--- src/rtl/shift_seq.sv ---
// Multi-cycle barrel shifter: one fixed power-of-two stage per clock,
// MSB stage first, giving a constant latency for every shift amount.
module shift_seq #(
  parameter int WIDTH = 32,
  parameter int SHW   = 5
) (
  input  logic             clk,
  input  logic             rst,
  input  logic             start,
  input  logic [WIDTH-1:0] a,
  input  logic [SHW-1:0]   shamt,
  input  logic [1:0]       mode,
  output logic             ready,
  output logic             busy,
  output logic             done,
  output logic [WIDTH-1:0] result
);

  typedef enum logic [1:0] {
    IDLE  = 2'd0,
    SHIFT = 2'd1,
    DONE  = 2'd2
  } state_t;

  state_t           state_q, state_d;
  logic [WIDTH-1:0] work_q, work_d;
  logic [WIDTH-1:0] result_q, result_d;
  logic [SHW-1:0]   shamt_q, shamt_d;
  logic [1:0]       mode_q, mode_d;
  logic [SHW-1:0]   k_q, k_d;
  logic [SHW-1:0]   step;
  logic [WIDTH-1:0] shifted;

  // Distance of the current stage is 2^k; it always fits in SHW bits.
  always_comb begin
    step = SHW'(1) << k_q;
    case (mode_q)
      2'b00:   shifted = work_q >> step;
      2'b01:   shifted = work_q << step;
      2'b10:   shifted = $unsigned($signed(work_q) >>> step);
      default: shifted = '0;
    endcase
  end

  always_comb begin
    state_d  = state_q;
    work_d   = work_q;
    result_d = result_q;
    shamt_d  = shamt_q;
    mode_d   = mode_q;
    k_d      = k_q;
    case (state_q)
      IDLE: begin
        if (start) begin
          work_d  = a;
          shamt_d = shamt;
          mode_d  = mode;
          k_d     = SHW'(SHW - 1);
          state_d = SHIFT;
        end
      end
      SHIFT: begin
        if (shamt_q[k_q]) begin
          work_d = shifted;
        end
        k_d = k_q - 1'b1;
        // Last stage: reserved mode is forced to zero whatever shamt was.
        if (k_q == '0) begin
          if (mode_q == 2'b11) begin
            work_d = '0;
          end
          result_d = work_d;
          state_d  = DONE;
        end
      end
      DONE: begin
        state_d = IDLE;
      end
      default: begin
        state_d = IDLE;
      end
    endcase
  end

  always_ff @(posedge clk) begin
    if (rst) begin
      state_q  <= IDLE;
      work_q   <= '0;
      result_q <= '0;
      shamt_q  <= '0;
      mode_q   <= '0;
      k_q      <= '0;
    end else begin
      state_q  <= state_d;
      work_q   <= work_d;
      result_q <= result_d;
      shamt_q  <= shamt_d;
      mode_q   <= mode_d;
      k_q      <= k_d;
    end
  end

  assign ready  = (state_q == IDLE);
  assign busy   = (state_q == SHIFT) || (state_q == DONE);
  assign done   = (state_q == DONE);
  assign result = result_q;

endmodule

--- config.mk ---
export PLATFORM = sky130hd
export DESIGN_NAME = shift_seq
export DESIGN_NICKNAME = d
export VERILOG_FILES = /design/src/rtl/shift_seq.sv
export SDC_FILE = /design/constraint.sdc
export NUM_CORES = 1
export LEC_CHECK = 0
export CAP_MARGIN = 10
export CORE_MARGIN = 2
export CORE_UTILIZATION = 58
export CTS_CLUSTER_DIAMETER = 120
export DETAILED_ROUTE_END_ITERATION = 10
export PLACE_DENSITY = 0.82
export SETUP_SLACK_MARGIN = 0.4
export SLEW_MARGIN = 5
export SYNTH_ARGS = -nofsm -noshare
export SYNTH_HDL_FRONTEND = slang
export SYNTH_SLANG_ARGS = --single-unit
--- constraint.sdc ---
create_clock -name clk -period 3.9 [get_ports clk]
set_clock_uncertainty 0.15 [all_clocks]
set_input_delay 0.78 -clock clk [delete_from_list [all_inputs] [get_ports clk]]
set_output_delay 0.78 -clock clk [all_outputs]
set_load 0.005 [all_outputs]
* Word level (Yosys, flattened, before mapping)
Cells that the tools add are included.
Storage, ports and cells: logic and storage cells 41, input bits 42, register bits after elaboration 78
Cells by class: mux-type cells 13, equal/unequal tests 7, shifts and indexed selects 4, reduce and logical (&&, ||, !) cells 9, $add $sub $neg 1, magnitude comparators 1
Operator list (number):
- 2-to-1 mux 32 bit | 4
- one-hot mux 32 bit (3 select lines) | 1
- one-hot mux 32 bit (2 select lines) | 1
- << shifter 32 x 5 -> 32 bit | 1
- right shift 32 x 5 -> 32 bit | 1
- >>> shifter 32 x 5 -> 32 bit | 1
- one-hot mux 5 bit (2 select lines) | 1
- AND reduction 2 bit | 4
- == test 2 bit (second input constant) | 3
- zero test 5 bit | 1
- less-than comparator 5 x 4 -> 1 bit (second input constant) | 1
- 2-to-1 mux 5 bit | 1
- << shifter 1 x 5 -> 5 bit (first input constant) | 1
- subtractor 5 x 1 -> 5 bit (second input constant) | 1
- == test 2 x 1 -> 1 bit (second input constant) | 2
- zero test 2 bit | 2
- 2-to-1 mux 2 bit | 2
- != test 2 bit (second input constant) | 2
- one-hot mux 2 bit (2 select lines) | 1
- binary-select mux 1 bit (select 3 bit) | 1
- nonzero test 2 bit | 1
- logical OR 1 bit | 1
- 2-to-1 mux 1 bit | 1

* Longest topological paths before layout
depth in word-level cells 7, gate-level depth with buffers 12, gate-level depth less buffers 8

* Least setup slack after synthesis
No wires, ideal clock.
path type register to register, start point register k_q[0], end point register work_q[12], arrival 2686 ps, path slack 933 ps, cell stages (with the launch flop) 12, clock period less this slack 2967 ps, required time 3618 ps, cells stage by stage dfxtp_1 buf_6 buf_4 clkinv_1 clkbuf_1 ha_1 or4b_2 o21ai_2 nor2_2 a221o_1 a31oi_1 nor3_1
On the way: cells in the longest elaborated chain, start to end 7, elaborated cells on any way between the ends 12
Ends and longest elaborated chain:
- start: declaration | RTL line 30 | logic [SHW-1:0] k_q, k_d;
- start signal: assignment | RTL line 99 | k_q <= k_d;
- << shifter 1 x 5 -> 5 bit | RTL line 36 | step = SHW'(1) << k_q;
- >>> shifter 32 x 5 -> 32 bit, or another cell as far along | RTL line 40 | 2'b10: shifted = $unsigned($signed(work_q) >>> step);
- one-hot mux 32 bit (3 select lines) | RTL line 37 | case (mode_q)
- 2-to-1 mux 32 bit | RTL line 63 | if (shamt_q[k_q]) begin
- 2-to-1 mux 32 bit | RTL line 69 | if (mode_q == 2'b11) begin
- 2-to-1 mux 32 bit (*) | RTL line 68 | if (k_q == '0) begin
- one-hot mux 32 bit (2 select lines) (*) | RTL line 52 | case (state_q)
- end signal: assignment | RTL line 95 | work_q <= work_d;
- end: declaration | RTL line 26 | logic [WIDTH-1:0] work_q, work_d;
Mark *: on every way between the ends. The rest lies on a longest branch, timed or not. The select of a mux whose other input is x is not followed. A chain may end at the register's enable or synchronous reset.

* Worst setup path after layout
start point register k_q[3], end point register work_q[23]
Same word-level chain as after synthesis.

==> out/summary.md <==
The flow ran to the end, and the final reports show no timing, DRC or antenna violations. The maximum number of buffers from clock root to sink was 2. For the via count of the first global-routing pass, the log shows 7578. Post-CTS repair changed the size of 0 cells. The reported leakage power was 2.70 nW; the number of nets with antenna violations after routing was 0. After the last flow step, the layout net total stands at 976. The first global-routing pass estimated 47.3 mm of wire. From left edge to right edge, the die measures 114 microns.

The worst setup path is captured at a register. Data on the critical path is required at its endpoint by 3.92 ns. After synthesis, flip-flops and latches occupy 22.4% of the total area. The slew at the pin closest to its max-slew limit works out to 0.886 ns.

The vias per cell is 7.83, and the power density normalized to cell area is 734 nW/um^2. The worst path needs 3.29 ns of the cycle, external delays included. For this configuration, the core starts out at a cell density of 58.8%. The final weighted congestion in routability-driven placement was 1.07. The flop and latch count out of synthesis came out at 78. The worst pin sits at a relative slew slack of 40.9%. For the site row count, the log shows 40. The sort of element at the start of the critical path is a register. In the final routed layout, each cell accounts on average for 29.2 microns. For this run the aggregate overflow at the end of global routing stands at 0. TritonCTS built the clock tree. The number of enable flip-flop cells after synthesis is 0. The H-tree generated during clock tree synthesis spans 3 levels.

The logs give 77 for the count of boundary I/O pins and 0 for the total of endpoints with negative setup slack in the final report. In the synthesized netlist the async set-or-reset flop fraction comes to 0%. Total die area: 12900 sq um. Initial detailed-routing violation count: 1810. The hold violation count in the final report is 0. From synthesis to final layout, the design area changed by 14.8%. Clock tree synthesis selected as its root buffer the cell sky130_fd_sc_hd__clkbuf_16. From bottom edge to top edge, the die measures 114 microns. After routing, the total negative slack on setup checks comes to 0 ns.

Buffers added to address setup during post-CTS repair amount to 0. Post-synthesis instance area: 6970 sq um. The final cell utilization of the core came out at 67.5%. The cell count after placement is 1066. The number of buffers added on ports works out to 76. Class of the most critical setup path: reg2reg.

Overall power consumption after layout is estimated at 5.87 mW. The net count after synthesis was 962. VDD sags by at most 432 uV.

The detailed-placement wirelength estimate is 21.7 mm, and the number of hold-repair buffers added at the cts stage is 0. The total number of vias is 8484, and the global routing usage summed across all routing layers is 48.0%. The gate count after technology mapping was 916; the highest attainable clock frequency was 304 MHz. By area the synthesized netlist is led by sky130_fd_sc_hd__dfxtp_1 (22%), sky130_fd_sc_hd__mux4_2 (6.1%), sky130_fd_sc_hd__nand2_1 (5.5%), sky130_fd_sc_hd__o21ai_0 (5.0%), sky130_fd_sc_hd__a21oi_1 (4.7%). The number of different library cells used by synthesis comes to 88.

The count of warnings emitted by yosys was 0; the share of post-route cells with drive strength above 1 was 12.7%. For the number of antenna violations at the first check in global routing, the log shows 1. The path class of the tightest hold or removal check is reg2reg. The run gives 9 as the number of CTS-inserted buffers. The logs give 0 for the number of slew-limit violations in the final report and 0.304 ns for the worst slack on hold paths.

The run gives 3.31 ns as the data arrival time of the critical path. The total length of routed wires came out at 31.6 mm. Leaving out fill and tap cells, the most frequent cell in the layout is sky130_fd_sc_hd__nand2_1. For the total clock sinks, the log shows 78. The pre-antenna-repair detailed-routing pass consisted of 7 iterations. For the latest clock arrival within the worst-skew pair, the log shows 0.35 ns. For this run, the leading register cell type out of synthesis is sky130_fd_sc_hd__dfxtp_1. The post-route DRC violation count was 0; the clock transition at the register clock pins on the worst setup and hold paths after CTS was 0.07 ns.

In this run the worst path has a maximum fanout of 20. The region available for standard cell placement spans 11900 sq um. The library cells used most frequently in the layout, excluding fill and tap cells, are sky130_fd_sc_hd__nand2_1 (103), sky130_fd_sc_hd__dfxtp_1 (76), sky130_fd_sc_hd__clkdlybuf4s50_1 (75). The count of max-cap constraint violations was 0; the top-area cell type share of the netlist area was 22.4%. Of all cell types, the one taking the most synthesized area is sky130_fd_sc_hd__dfxtp_1. After the flow finishes, the layout carries non-filler instances totaling 1083.

Setup repair after global routing left no endpoint under its margin. After filler insertion, the fill cell instance count of the layout stands at 1030. The pin count of the biggest net entering global routing was 63.

Dividing the synthesized area by the synthesized cell count gives 7.61 sq um. The final clock period utilization by the worst path works out to 84.4%.
## registers in the layout, summed over array words and instances (netlist names)
name     flops
result      32
work_q      32
k_q          5
shamt_q      5
mode_q       2
state_q      2
## critical path, stage by stage, from the launching register on
cell and delay [ns]:
sky130_fd_sc_hd__dfxtp_1 0.54, sky130_fd_sc_hd__or4b_1 0.97, sky130_fd_sc_hd__nor2_2 0.42, sky130_fd_sc_hd__a22o_1 0.24, sky130_fd_sc_hd__a21oi_1 0.08, sky130_fd_sc_hd__a221oi_1 0.52
sky130_fd_sc_hd__a221oi_1 0.17
## cell usage after synthesis (all sizes together) (8+ instances only)
library cell,instances
a211oi,23
a21oi,67
a221oi,17
a22oi,10
a31oi,16
a32oi,13
and3,14
buf,47
clkbuf,65
dfxtp,78
inv,11
mux2,12
mux2i,30
mux4,19
nand2,104
nand2b,12
nand3,26
nor2,72
nor2b,8
nor3,30
o211ai,16
o21ai,80
o22ai,21
o31ai,9
## path summary, 6_finish.rpt
check | endpoint | cells after the start | slack [ns] | start
worst min-delay path | shamt_q[0]$_SDFFE_PP0P_ | 2 | 0.30 | shamt_q[0]$_SDFFE_PP0P_
worst max register to register | work_q[23]$_SDFFE_PP0P_ | 6 | 0.61 | k_q[3]$_SDFFE_PP0P_
worst max-delay path | work_q[23]$_SDFFE_PP0P_ | 6 | 0.61 | k_q[3]$_SDFFE_PP0P_
worst min register to register | shamt_q[0]$_SDFFE_PP0P_ | 2 | 0.30 | shamt_q[0]$_SDFFE_PP0P_
## per-layer routing
metal	vias up	share of wire, %	track usage [%]
met5	-	0	0
met4	0	6.9	23.3
met3	208	16	13.9
met2	888	40	69.2
met1	3869	37	65.9
li1	3519	-	-
## cell type report
cell class | instances | area (sq um) | share of cell area, %
well taps | 147 | 184 | 2.30
flip-flops and latches | 78 | 1570 | 19.6
repair buffers | 115 | 1060 | 13.3
clock buffers | 10 | 239 | 2.99
multi-input cells | 713 | 4810 | 60.1
clock inverters | 6 | 92.6 | 1.16
inverters | 13 | 48.8 | 0.610
diodes | 1 | 2.50 | 0.0313
## metrics by stage
step	area [sq um]	setup slack [ns]
after floorplan	6970	0.933
after global placement	7670	0.859
after detailed placement	7670	0.770
after CTS	8000	0.746
after global routing	8000	0.459
final	8000	0.610
## kinds of logic after synthesis
family                   synth area share, %
AO/OA/AOI/OAI                           33.7
AND/OR/NAND/NOR                         21.8
buffers and inverters                   8.78
flip-flops                              22.4
multiplexers                            12.4
adder cells (fa/ha/maj)                0.718
XOR/XNOR                               0.126
## power by group
| group | total [mW] | internal (mW) | leakage [nW] | switching (mW) |
|---|---|---|---|---|
| registers | 1.43 | 0.942 | 0.638 | 0.484 |
| clock network | 0.954 | 0.583 | 0.156 | 0.371 |
| logic | 3.49 | 1.27 | 1.90 | 2.22 |
| total | 5.87 | 2.80 | 2.70 | 3.07 |
Note: power is estimated with default switching activity, not from simulation.
